==> config.mk <==
export PLATFORM = sky130hd
export DESIGN_NAME = traffic_ctrl_param
export DESIGN_NICKNAME = d
export VERILOG_FILES = /design/src/rtl/traffic_pkg.sv /design/src/rtl/phase_timer.sv /design/src/rtl/traffic_ctrl_param.sv
export SDC_FILE = /design/constraint.sdc
export NUM_CORES = 1
export LEC_CHECK = 0
export ABC_AREA = 1
export BUFFER_PORTS_ARGS = -buffer_cell sky130_fd_sc_hd__buf_2
export CORE_MARGIN = 5
export CORE_UTILIZATION = 55
export DETAILED_ROUTE_END_ITERATION = 10
export PLACE_DENSITY = 0.72
export SLEW_MARGIN = 5
export SYNTH_ARGS = -nofsm -noshare
export SYNTH_HDL_FRONTEND = slang
export SYNTH_SLANG_ARGS = --single-unit
==> constraint.sdc <==
create_clock -name clk -period 3 [get_ports clk]
set_input_delay 0.15 -clock clk [delete_from_list [all_inputs] [get_ports clk]]
set_output_delay 0.15 -clock clk [all_outputs]
set_load 0.005 [all_outputs]
==> src/rtl/traffic_pkg.sv <==
// rtl/traffic_pkg.sv - shared types and lamp constants for the traffic controller
//
// Purpose: phase state encoding, lamp patterns and lamp bit positions used by
//          traffic_ctrl_param and anyone decoding its lights output.
// Ports:   none (package).

package traffic_pkg;

   typedef enum logic [2:0] {
      S_EW_GREEN  = 3'd0,
      S_EW_YELLOW = 3'd1,
      S_ALLRED1   = 3'd2,
      S_NS_GREEN  = 3'd3,
      S_NS_YELLOW = 3'd4,
      S_ALLRED2   = 3'd5,
      S_WALK      = 3'd6,
      S_FLASH     = 3'd7
   } state_e;

   // lights = {NS_R, NS_Y, NS_G, EW_R, EW_Y, EW_G}
   localparam int LI_NS_R = 5;
   localparam int LI_NS_Y = 4;
   localparam int LI_NS_G = 3;
   localparam int LI_EW_R = 2;
   localparam int LI_EW_Y = 1;
   localparam int LI_EW_G = 0;

   localparam logic [5:0] L_EW_G     = 6'b100001;
   localparam logic [5:0] L_EW_Y     = 6'b100010;
   localparam logic [5:0] L_ALLRED   = 6'b100100;
   localparam logic [5:0] L_NS_G     = 6'b001100;
   localparam logic [5:0] L_NS_Y     = 6'b010100;
   localparam logic [5:0] L_FLASH_ON = 6'b010100;
   localparam logic [5:0] L_DARK     = 6'b000000;

endpackage

==> src/rtl/phase_timer.sv <==
// rtl/phase_timer.sv - tick-gated phase counter with end-of-phase strobe
//
// Purpose: counts ticks within the current phase and flags the last tick.
// Ports:   clk     - system clock, rising edge
//          clr     - synchronous active-high reset, cnt := 0
//          tick_en - advance enable; cnt holds while low
//          load    - restart the phase (cnt := 0 on this edge)
//          T       - current phase length in ticks (>= 1)
//          done    - high on the tick where cnt == T-1

module phase_timer #(
   parameter int CNT_W = 26
) (
   input  logic             clk,
   input  logic             clr,
   input  logic             tick_en,
   input  logic             load,
   input  logic [CNT_W-1:0] T,
   output logic             done
);

   logic [CNT_W-1:0] cnt_q;
   logic [CNT_W-1:0] cnt_d;

   always_comb begin
      cnt_d = cnt_q;
      if (load) begin
         cnt_d = '0;
      end else if (tick_en) begin
         cnt_d = cnt_q + CNT_W'(1);
      end
   end

   always_ff @(posedge clk) begin
      if (clr) begin
         cnt_q <= '0;
      end else begin
         cnt_q <= cnt_d;
      end
   end

   assign done = tick_en && (cnt_q == (T - CNT_W'(1)));

endmodule

==> src/rtl/traffic_ctrl_param.sv <==
// rtl/traffic_ctrl_param.sv - parametrised NS/EW traffic controller with walk and night flash
//
// Purpose: six-phase light sequencer with a latched pedestrian request served
//          from the all-red phases and a night flashing mode.
// Ports:   clk         - system clock, rising edge
//          clr         - synchronous active-high reset
//          tick_en     - counter advance enable from the shared prescaler
//          ped_req     - pedestrian request (level or pulse)
//          night       - night flashing mode request
//          lights      - {NS_R, NS_Y, NS_G, EW_R, EW_Y, EW_G}
//          walk        - pedestrian walk lamp
//          ped_pending - request latched and not yet served

module traffic_ctrl_param
   import traffic_pkg::*;
#(
   parameter int CNT_W    = 26,
   parameter int T_GREEN  = 33333333,
   parameter int T_YELLOW = 22222222,
   parameter int T_ALLRED = 22222222,
   parameter int T_WALK   = 33333333,
   parameter int T_FLASH  = 12500000
) (
   input  logic       clk,
   input  logic       clr,
   input  logic       tick_en,
   input  logic       ped_req,
   input  logic       night,
   output logic [5:0] lights,
   output logic       walk,
   output logic       ped_pending
);

   localparam longint T_MAX = (longint'(1) << CNT_W) - longint'(1);

   generate
      if (T_GREEN < 1 || T_YELLOW < 1 || T_ALLRED < 1 || T_WALK < 1 || T_FLASH < 1) begin : g_t_min
         $error("traffic_ctrl_param: every T_* must be at least 1");
      end
      if (longint'(T_GREEN) > T_MAX || longint'(T_YELLOW) > T_MAX || longint'(T_ALLRED) > T_MAX ||
          longint'(T_WALK) > T_MAX || longint'(T_FLASH) > T_MAX) begin : g_t_max
         $error("traffic_ctrl_param: a T_* value does not fit in CNT_W bits");
      end
   endgenerate

   state_e           state_q, state_d;
   logic             ped_pending_q, ped_pending_d;
   logic             flash_ph_q, flash_ph_d;
   logic             ret_ns_q, ret_ns_d;
   logic             load;
   logic             done;
   logic             enter_walk;
   logic [CNT_W-1:0] phase_len;

   always_comb begin
      phase_len = CNT_W'(T_GREEN);
      case (state_q)
         S_EW_GREEN, S_NS_GREEN:  phase_len = CNT_W'(T_GREEN);
         S_EW_YELLOW, S_NS_YELLOW: phase_len = CNT_W'(T_YELLOW);
         S_ALLRED1, S_ALLRED2:    phase_len = CNT_W'(T_ALLRED);
         S_WALK:                  phase_len = CNT_W'(T_WALK);
         S_FLASH:                 phase_len = CNT_W'(T_FLASH);
         default:                 phase_len = CNT_W'(T_GREEN);
      endcase
   end

   phase_timer #(
      .CNT_W (CNT_W)
   ) u_timer (
      .clk     (clk),
      .clr     (clr),
      .tick_en (tick_en),
      .load    (load),
      .T       (phase_len),
      .done    (done)
   );

   // Next-state logic. load restarts the counter whenever the phase (or the
   // flash half-period) ends.
   always_comb begin
      state_d    = state_q;
      flash_ph_d = flash_ph_q;
      ret_ns_d   = ret_ns_q;
      load       = 1'b0;
      enter_walk = 1'b0;
      case (state_q)
         S_EW_GREEN:  if (done) begin state_d = S_EW_YELLOW; load = 1'b1; end
         S_EW_YELLOW: if (done) begin state_d = S_ALLRED1;   load = 1'b1; end
         S_NS_GREEN:  if (done) begin state_d = S_NS_YELLOW; load = 1'b1; end
         S_NS_YELLOW: if (done) begin state_d = S_ALLRED2;   load = 1'b1; end
         S_ALLRED1, S_ALLRED2: begin
            if (done) begin
               load = 1'b1;
               if (night) begin
                  state_d = S_FLASH;
               end else if (ped_pending_q) begin
                  state_d    = S_WALK;
                  enter_walk = 1'b1;
                  ret_ns_d   = (state_q == S_ALLRED1);
               end else begin
                  state_d = (state_q == S_ALLRED1) ? S_NS_GREEN : S_EW_GREEN;
               end
            end
         end
         S_WALK: begin
            if (done) begin
               state_d = ret_ns_q ? S_NS_GREEN : S_EW_GREEN;
               load    = 1'b1;
            end
         end
         S_FLASH: begin
            // Leaving night mode is checked on every tick and wins over the
            // half-period toggle; clearance always restarts from lamp-on phase.
            if (tick_en && !night) begin
               state_d    = S_ALLRED2;
               flash_ph_d = 1'b1;
               load       = 1'b1;
            end else if (done) begin
               flash_ph_d = ~flash_ph_q;
               load       = 1'b1;
            end
         end
         default: begin
            state_d = S_EW_GREEN;
            load    = 1'b1;
         end
      endcase
   end

   // A new request on the WALK entry edge survives the clear.
   assign ped_pending_d = ped_req | (ped_pending_q & ~enter_walk);

   always_ff @(posedge clk) begin
      if (clr) begin
         state_q       <= S_EW_GREEN;
         ped_pending_q <= 1'b0;
         flash_ph_q    <= 1'b1;
         ret_ns_q      <= 1'b0;
      end else begin
         state_q       <= state_d;
         ped_pending_q <= ped_pending_d;
         flash_ph_q    <= flash_ph_d;
         ret_ns_q      <= ret_ns_d;
      end
   end

   always_comb begin
      lights = L_ALLRED;
      walk   = 1'b0;
      case (state_q)
         S_EW_GREEN:  lights = L_EW_G;
         S_EW_YELLOW: lights = L_EW_Y;
         S_ALLRED1:   lights = L_ALLRED;
         S_NS_GREEN:  lights = L_NS_G;
         S_NS_YELLOW: lights = L_NS_Y;
         S_ALLRED2:   lights = L_ALLRED;
         S_WALK: begin
            lights = L_ALLRED;
            walk   = 1'b1;
         end
         S_FLASH:     lights = flash_ph_q ? L_FLASH_ON : L_DARK;
         default:     lights = L_ALLRED;
      endcase
   end

   assign ped_pending = ped_pending_q;

endmodule

==> impl_metrics.tcl, run 1 <==
set metrics [dict create \
    power_frac_comb_pct 3.6 \
    fmax_ghz 0.3706 \
    min_period_ns 2.699 \
    hold_class "in -> reg" \
    first_pass_iters 5 \
    setup_viol 0 \
    overflow 0 \
    grt_pass1_wl_mm 10.88 \
    gp_congestion 0.9433 \
    pwr-share-seq_pct 56.3 \
    multiInputGateArea_um2 1634 \
    clock_path_buffers 2 \
    cts.sinks 38 \
    drive_above_1_share_pct 11.62 \
    grt_setup_unrepaired "false" \
    initialDrtViolationCount 208 \
    cts-root-buf "clkbuf_8" \
    start_util_pct 56.40 \
    worst_pin_slew_ns 0.4876 \
    ant_nets 0 \
    ir_drop_v 0.0001706 \
    cts_buffers 5 \
    cp-start-kind "register" \
    switching_share_pct 22.63 \
    syn_avg_cell_area_um2 6.301 \
    grt_pass1_vias 2352 \
    yosys.cell_types.count 34 \
    endpoint_kind "register" \
    seq_area_um2 760.7 \
    finalCritPeriodShare_pct 89.95 \
    post_cts_buffers 0 \
    clk_pin_slew_ns 0.07 \
    vias_per_cell 5.225 \
    portBuffers 12 \
    worstPathArrival_ns 2.88 \
    synth_seq_cells 38 \
    worstPathRequired_ns 3.18 \
    nFillCells 465 \
    worstSkewPairLatency_ns 0.29 \
    postCtsHoldBufs 0 \
    syn_inst 420 \
    clock_skew_ns 0.009185 \
    routedWlPerCell_um 12.65 \
    htreeDepth 2 \
    track_usage_pct 21.66 \
    die_h_um 79.37 \
    fin_nets 448 \
    utilization_pct 61.23 \
    core_area_um2 4692 \
    ys_seq_area_share_pct 28.75 \
    cts_tree "built" \
    num_io_pins 13 \
    p_sw_w 0.0002055 \
    drv_cap 0 \
    setup_tns_ns 0 \
    dieArea_um2 6299 \
    p_int_w 0.0007027 \
    area_delta_synth_final_pct 8.558 \
    p_leak_nw 1.282 \
    power.density_nw_per_um2 316.1 \
    path_class "reg -> reg" \
    antenna_found_initial 0 \
    relSlewSlack_pct 67.15 \
    finalHoldViolations 0 \
    routed_wl_mm 6.235 \
    syn-num-nets 430 \
    status "finished, final reports clean" \
    drv_slew 0 \
    drc 0 \
    place_hpwl_mm 5.026 \
    vias 2576 \
    clockPowerShare_pct 40.2 \
    rows 25 \
    syn_area_um2 2646 \
    die_w_um 79.37 \
    grt_max_degree 16 \
    synth-warning-count 0 \
    diodes 0 \
    crit_fanout 7 \
]
==> worst max-delay path: stages (launching register included) <==
cell,delay (ns)
dfxtp_1,0.37
inv_2,0.13
ha_2,0.29
inv_2,0.07
nor2_4,0.16
nand3_4,0.12
nand3_1,0.10
nand2_1,0.07
nor2_1,0.10
nand2_1,0.09
nor2_4,0.13
nand4_4,0.13
nand2_2,0.12
nand2_1,0.06
nand2_1,0.12
nor2_2,0.06
ha_1,0.29
inv_1,0.04
nand2_1,0.07
nand2_1,0.05
==> flip-flops by register name (all words and copies together), names as in the netlist <==
name	count
u_timer.cnt_q	26
phase_len	6
ret_ns_q	1
flash_ph_q	1
ped_pending	1
state_q	3
==> layout make-up <==
class / instances / area share (%)
repair buffers: 16 / 3.136
clock inverters: 2 / 0.4355
flip-flops and latches: 38 / 26.48
multi-input cells: 317 / 56.88
well taps: 54 / 2.352
clock buffers: 6 / 2.875
inverters: 60 / 7.840
==> power by group through the flow <==
stage	clock network, W	logic [W]	registers (W)
3_3_place_gp	0	0.0000326	0.000523
2_1_floorplan	0	0.0000214	0.000522
3_5_place_dp	0	0.0000326	0.000523
6_report	0.000365	0.0000324	0.000511
4_1_cts	0.000380	0.0000326	0.000511
5_1_grt	0.000405	0.0000368	0.000512
==> worst paths after layout <==
check	start	to	slack (ns)	depth (start not counted)
worst min-delay path	ped_req	ped_pending$_SDFF_PP0_	0.08	3
worst max-delay path	phase_len[6]$_DFF_P_	phase_len[16]$_DFF_P_	0.30	19
worst min register to register	u_timer.cnt_q[17]$_SDFFE_PP0P_	u_timer.cnt_q[17]$_SDFFE_PP0P_	0.47	2
worst max register to register	phase_len[6]$_DFF_P_	phase_len[16]$_DFF_P_	0.30	19
==> placed cells by master (no fill, tap or decap) <==
| cell | synthesis | routed |
|---|---|---|
| nor2b_1 | 1 | 1 |
| xor2_1 | 18 | 18 |
| buf_2 | 2 | 12 |
| o211ai_1 | 2 | 2 |
| ha_2 | 0 | 1 |
| nand3_2 | 4 | 4 |
| a21oi_1 | 11 | 11 |
| nand4_1 | 8 | 8 |
| nand2_2 | 3 | 3 |
| nor2_1 | 63 | 63 |
| a211oi_1 | 1 | 1 |
| o21ai_2 | 1 | 1 |
| clkinvlp_4 | 0 | 1 |
| nor4_1 | 3 | 3 |
| nand3_4 | 2 | 2 |
| nor2_4 | 4 | 4 |
| o21ai_1 | 2 | 2 |
| inv_1 | 54 | 54 |
| nor3b_1 | 1 | 1 |
| nand2_1 | 120 | 120 |
| nor3_1 | 15 | 15 |
| xnor2_1 | 5 | 5 |
| ha_1 | 5 | 4 |
| nand4_4 | 1 | 1 |
| buf_4 | 2 | 4 |
| dfxtp_1 | 38 | 38 |
| nand3_1 | 31 | 31 |
| o21ai_0 | 7 | 7 |
| nand3b_4 | 1 | 1 |
| a21oi_2 | 1 | 1 |
| inv_2 | 6 | 6 |
| nor2_2 | 3 | 3 |
| a22oi_1 | 1 | 1 |
| clkinv_2 | 0 | 1 |
| clkbuf_8 | 0 | 6 |
| nand3b_1 | 2 | 2 |
| o22ai_1 | 1 | 1 |
==> per-stage QoR <==
step	power (W)	worst slack [ns]	std cells	area, µm²	hold slack (ns)
floorplan	0.0005434	0.4254	420	2646	0.2224
global placement	0.0005555	0.3017	485	2775	0.3586
detailed placement	0.0005555	0.2302	485	2775	0.3749
CTS	0.0009238	0.2141	493	2870	0.07889
global route	0.0009533	0.02287	493	2873	0.09363
finish	0.0009082	0.3014	493	2873	0.08028
==> cells in the mapped netlist <==
cell type	n	area share, %
a211oi_1	1	0.28
a21oi_1	11	2.1
a21oi_2	1	0.33
a22oi_1	1	0.28
buf_2	2	0.38
buf_4	2	0.57
clkbuf_1	1	0.14
dfxtp_1	38	29
ha_1	5	2.4
inv_1	54	7.7
inv_2	6	0.85
nand2_1	120	17
nand2_2	3	0.71
nand3_1	31	5.9
nand3_2	4	1.5
nand3_4	2	1.3
nand3b_1	2	0.57
nand3b_4	1	0.76
nand4_1	8	1.9
nand4_4	1	0.80
nor2_1	63	8.9
nor2_2	3	0.71
nor2_4	4	1.7
nor2b_1	1	0.24
nor3_1	15	2.8
nor3b_1	1	0.28
nor4_1	3	0.71
o211ai_1	2	0.57
o21ai_0	7	1.3
o21ai_1	2	0.38
o21ai_2	1	0.33
o22ai_1	1	0.24
xnor2_1	5	1.7
xor2_1	18	6.0
==> timing repair <==
| action | in CTS | in global routing |
|---|---|---|
| resized for setup | 0 | 1 |
| endpoints found under the setup margin | 0 | 4 |
| hold endpoints to repair | 0 | 0 |
==> per-layer routing <==
layer | part of all wire (%) | GRT usage, % | wire (µm) | vias up
li1 | - | - | - | 1356
met2 | 44 | 34.09 | 2774 | 83
met4 | 1.4 | 6.014 | 88 | 0
met5 | 0 | 0 | 0 | -
met3 | 7.1 | 4.195 | 442 | 10
met1 | 47 | 30.09 | 2930 | 1127
==> kinds of logic (layout without fill, tap and decap cells) <==
kind of cell,count (synthesis),count (layout),synth area share [%]
AO/OA/AOI/OAI,27,27,5.816
buffers and inverters,65,84,9.598
adder cells (fa/ha/maj),5,5,2.364
XOR/XNOR,23,23,7.612
flip-flops,38,38,28.75
AND/OR/NAND/NOR,262,262,45.86
Power figures use the tool's default switching activity.
==> run 2, diff against run 1 <==
--- a/config.mk
+++ b/config.mk
@@ -7,7 +7,7 @@
 export LEC_CHECK = 0
 export ABC_AREA = 1
 export BUFFER_PORTS_ARGS = -buffer_cell sky130_fd_sc_hd__buf_2
-export CORE_MARGIN = 5
+export CORE_MARGIN = 2
 export CORE_UTILIZATION = 55
 export DETAILED_ROUTE_END_ITERATION = 10
 export PLACE_DENSITY = 0.72
==> run 2 against run 1 <==
Cell count stayed put. Critical path depth unchanged. Global-route usage grew 4.1 points. Sequential share of layout area barely moved. Critical endpoint is now phase_len[17]$_DFF_P_.
==> impl_metrics.tcl, run 2 (same netlist as run 1, synthesis figures left out) <==
set metrics [dict create \
    status "finished, final reports clean" \
    path_class "reg -> reg" \
    placedCellCount 485 \
    cts.sinks 38 \
    grt_pass1_vias 2324 \
    worstPathRequired_ns 3.19 \
    finalHoldViolations 0 \
    fmax_ghz 0.3709 \
    ir_drop_v 0.0001967 \
    fin_nets 448 \
    drive_above_1_share_pct 11.39 \
    clock_path_buffers 2 \
    start_util_pct 56.40 \
    worstSetupPathDepth 19 \
    reg2reg_setup_slack_ns 0.30 \
    num_io_pins 13 \
    cts-root-buf "clkbuf_8" \
    grt_max_degree 17 \
    slowest_stage "dfxtp_1" \
    crit_chain "inv_2, ha_2, inv_2, nor2_4, nand3_4, nand3_1, nand2_1, nor2_1, nand2_1, nor2_4, nand4_4, nand2_2, nand2_1, nand2_1, nor2_2, ha_1, inv_1, nand2_1, o21ai_1" \
    r2r_start "phase_len[6]$_DFF_P_" \
    crit_start "phase_len[6]$_DFF_P_" \
    path_buf_inv 3 \
    overflow 0 \
    r2r-end "phase_len[17]$_DFF_P_" \
    crit_top_cell "nand2_1" \
    place_hpwl_mm 5.026 \
    drc 0 \
    crit_fanout 7 \
    worstPathArrival_ns 2.88 \
    critPathMaxStageDelay_ns 0.35 \
    vias 2579 \
    final_cell_count_no_fill 493 \
    p_leak_nw 1.283 \
    path_delay_family "simple AND/OR/NAND/NOR gates" \
    cp-endpoint "phase_len[17]$_DFF_P_" \
    drv_slew 0 \
    drv_cap 0 \
    final_cell_mix "nand2_1 (120), nor2_1 (63), inv_1 (54)" \
    grt_setup_unrepaired "false" \
    gp_congestion 0.9352 \
    ant_nets 0 \
    setup_tns_ns 0 \
    finalCritPeriodShare_pct 89.87 \
    die_h_um 73.37 \
    grt_pass1_wl_mm 10.72 \
    routed_wl_mm 6.345 \
    die_w_um 73.37 \
    area_delta_synth_final_pct 8.416 \
    initialDrtViolationCount 176 \
    power.density_nw_per_um2 318.0 \
    fin_hold_ws_ns 0.06444 \
    relSlewSlack_pct 62.85 \
    top_register "u_timer.cnt_q" \
    worst_pin_slew_ns 0.5521 \
    cts_buffers 5 \
    portBuffers 12 \
    final_common_cell "nand2_1" \
    antenna_found_initial 0 \
    clk_pin_slew_ns 0.07 \
    largest_reg_flops 26 \
    nFillCells 464 \
    endpoint_kind "register" \
    routedWlPerCell_um 12.87 \
    hold_class "in -> reg" \
    rows 25 \
    min_period_ns 2.696 \
    setup_viol 0 \
    vias_per_cell 5.231 \
    cts_tree "built" \
    diodes 0 \
    clock_skew_ns 0.007347 \
    first_pass_iters 7 \
    track_usage_pct 25.75 \
    htreeDepth 2 \
    dieArea_um2 5382 \
    core_area_um2 4692 \
    cp-start-kind "register" \
    reg2reg_depth 19 \
    worstSkewPairLatency_ns 0.30 \
]
## run 2: cell count changes in the layout (fill, tap and decap cells not counted)
cell        previous run  this run
clkbuf_1               0         1
clkinvlp_4             1         0
## run 2: through the flow
stage | util [%] | area [µm²] | total power, W | setup slack [ns]
floorplan | - | 2646 | 0.0005434 | 0.4254
global placement | 59.15 | 2775 | 0.0005561 | 0.3031
detailed placement | 59.15 | 2775 | 0.0005564 | 0.2421
CTS | 61.09 | 2867 | 0.0009229 | 0.2306
global route | 61.15 | 2869 | 0.0009458 | 0.02160
finish | 61.15 | 2869 | 0.0009122 | 0.3040
## run 2: power breakdown
part	total (W)	internal, W	switching, W
sequential	0.000512	0.000507	0.00000425
clock	0.000368	0.000185	0.000182
combinational	0.0000330	0.0000106	0.0000224
## run 2: worst min path at each step
stage          startpoint                     end  slack, ns  depth (start not counted)
6_report          ped_req  ped_pending$_SDFF_PP0_       0.06                          3
3_3_place_gp      ped_req  ped_pending$_SDFF_PP0_       0.36                          3
5_1_grt           ped_req  ped_pending$_SDFF_PP0_       0.06                          3
4_1_cts           ped_req  ped_pending$_SDFF_PP0_       0.06                          3
2_1_floorplan         clr  ped_pending$_SDFF_PP0_       0.22                          1
3_5_place_dp      ped_req  ped_pending$_SDFF_PP0_       0.36                          3
## run 2: layout make-up
cell class / count / area, µm² / area share (%)
multi-input combinational: 317 / 1634 / 56.96
timing repair buffer: 16 / 90.09 / 3.140
tap: 54 / 67.56 / 2.355
inverter: 60 / 225.2 / 7.850
clock buffer: 7 / 86.33 / 3.009
clock inverter: 1 / 5.005 / 0.1744
sequential: 38 / 760.7 / 26.52
## run 2: worst min-delay path: cells and delay by family
kind | cells | cell delay, ns
compound gates | 1 | 0.03
buf+inv | 1 | 0.07
simple gates | 1 | 0.07
## run 2: what timing repair did
item                                   CTS  global route
resized for setup                        0             1
setup endpoints to repair                0             4
hold buffers                             0             0
endpoints found under the hold margin    0             0
buffers inserted                         0             0
## run 2: layer usage
layer / global-route usage (%) / vias to the layer above / wire length [µm]
met4: 6.061 / 0 / 91
met5: 0 / - / 0
met2: 42.14 / 88 / 2840
met1: 35.12 / 1124 / 3013
li1: - / 1359 / -
met3: 4.801 / 8 / 400
==> run 3, diff against run 2 <==
--- a/config.mk
+++ b/config.mk
@@ -7,10 +7,9 @@
 export LEC_CHECK = 0
 export ABC_AREA = 1
 export BUFFER_PORTS_ARGS = -buffer_cell sky130_fd_sc_hd__buf_2
-export CORE_MARGIN = 2
 export CORE_UTILIZATION = 55
 export DETAILED_ROUTE_END_ITERATION = 10
-export PLACE_DENSITY = 0.72
+export PLACE_DENSITY = 0.73
 export SLEW_MARGIN = 5
 export SYNTH_ARGS = -nofsm -noshare
 export SYNTH_HDL_FRONTEND = slang
==> run 3 against run 2 <==
Cell count is 0.41% lower. Flip-flop and latch count unchanged. Sequential power about the same. First-iteration DRC count is 31% higher. Largest cell class unchanged. Largest power group is now clock.
==> impl_metrics.tcl, run 3 (same netlist as run 1, synthesis figures left out) <==
set metrics [dict create \
    relSlewSlack_pct 66.50 \
    drv_slew 0 \
    nFillCells 423 \
    track_usage_pct 28.26 \
    core_area_um2 4474 \
    worstPathArrival_ns 2.93 \
    die_w_um 71.37 \
    r2r_start "phase_len[6]$_DFF_P_" \
    hold_class "in -> reg" \
    finalHoldViolations 0 \
    fmax_ghz 0.3657 \
    post_cts_buffers 0 \
    placed_area_um2 2773 \
    worst_pin_slew_ns 0.4979 \
    antenna_found_initial 0 \
    setup_viol 0 \
    drc 0 \
    portBuffers 12 \
    cp-start-kind "register" \
    overflow 0 \
    drv_cap 0 \
    drive_above_1_share_pct 11.62 \
    placedCellCount 483 \
    largest_reg_flops 26 \
    fin_nets 448 \
    vias_per_cell 5.420 \
    worstSkewPairLatency_ns 0.30 \
    worstPathRequired_ns 3.19 \
    grt_max_degree 18 \
    gp_congestion 0.9852 \
    finalCritPeriodShare_pct 91.15 \
    design_area_um2 2913 \
    ant_nets 0 \
    cts-root-buf "clkbuf_8" \
    crit_start "phase_len[6]$_DFF_P_" \
    num_io_pins 13 \
    setup_tns_ns 0 \
    diodes 0 \
    clock_skew_ns 0.01469 \
    htreeDepth 2 \
    grt_pass1_vias 2467 \
    grt_setup_unrepaired "false" \
    hp-start "ped_req" \
    endpoint_kind "register" \
    final_cell_mix "nand2_1 (120), nor2_1 (63), inv_1 (54)" \
    routed_wl_mm 6.645 \
    rows 24 \
    first_pass_iters 5 \
    clock_path_buffers 2 \
    final_common_cell "nand2_1" \
    path_class "reg -> reg" \
    place_hpwl_mm 5.123 \
    crit_fanout 7 \
    top_register "u_timer.cnt_q" \
    min_period_ns 2.735 \
    utilization_pct 65.10 \
    vias 2661 \
    start_util_pct 59.14 \
    cts.sinks 38 \
    initialDrtViolationCount 230 \
    area_delta_synth_final_pct 10.07 \
    p_leak_nw 1.303 \
    cts_tree "built" \
    power.density_nw_per_um2 372.1 \
    ir_drop_v 0.0002967 \
    routedWlPerCell_um 13.53 \
    grt_pass1_wl_mm 11.25 \
    die_h_um 71.37 \
    clk_pin_slew_ns 0.08 \
    fin_hold_ws_ns 0.05890 \
    cts_buffers 5 \
    status "finished, final reports clean" \
    dieArea_um2 5093 \
    final_cell_count_no_fill 491 \
]
run 3: report_power, final:
part	internal, W	leakage [nW]	switching (W)
logic	0.0000107	0.928	0.0000228
clock network	0.000333	0.0683	0.000206
registers	0.000507	0.307	0.00000375
run 3: area by class of cell:
class / instances / area [µm²] / area share, %
Multi-Input combinational cell: 317 / 1634 / 56.10
Sequential cell: 38 / 760.7 / 26.12
Inverter: 60 / 225.2 / 7.732
Timing Repair Buffer: 16 / 90.09 / 3.093
Clock buffer: 5 / 68.82 / 2.363
Clock inverter: 3 / 68.82 / 2.363
Tap cell: 52 / 65.06 / 2.234
run 3: path summary, 6_finish.rpt:
check	depth (start not counted)	to	slack, ns
hold / removal	3	ped_pending$_SDFF_PP0_	0.06
setup / recovery	18	phase_len[17]$_DFF_P_	0.27
hold reg to reg	2	u_timer.cnt_q[17]$_SDFFE_PP0P_	0.47
setup reg to reg	18	phase_len[17]$_DFF_P_	0.27
run 3: metrics by stage:
stage | worst slack, ns | total power (W)
4_1_cts | 0.2092 | 0.001089
3_5_place_dp | 0.2422 | 0.0005559
6_report | 0.2655 | 0.001084
5_1_grt | 0.009913 | 0.001115
2_1_floorplan | 0.4254 | 0.0005434
3_3_place_gp | 0.3216 | 0.0005558
run 3: metal layers:
layer / GRT usage [%] / share of wire, %
met1: 37.43 / 46
met2: 44.66 / 45
met3: 6.610 / 6.9
met4: 10.89 / 2.3
met5: 0 / 0
run 3: worst max-delay path, cell delays in order, from the launching register on:
cell	delay (ns)
dfxtp_1	0.43
inv_2	0.11
ha_2	0.34
xor2_1	0.14
nand3_1	0.08
nor2_1	0.09
nand2_1	0.09
nor2_1	0.10
nand3_1	0.13
nor2_4	0.15
nand4_4	0.12
nand2_2	0.13
nand2_1	0.06
nand2_1	0.13
nor2_2	0.07
ha_1	0.29
inv_1	0.04
nand2_1	0.07
o21ai_1	0.06
run 3: what timing repair did:
action,in CTS,in global routing
endpoints found under the hold margin,0,0
gates resized for setup,0,1
setup endpoints to repair,0,4
hold buffers,0,0
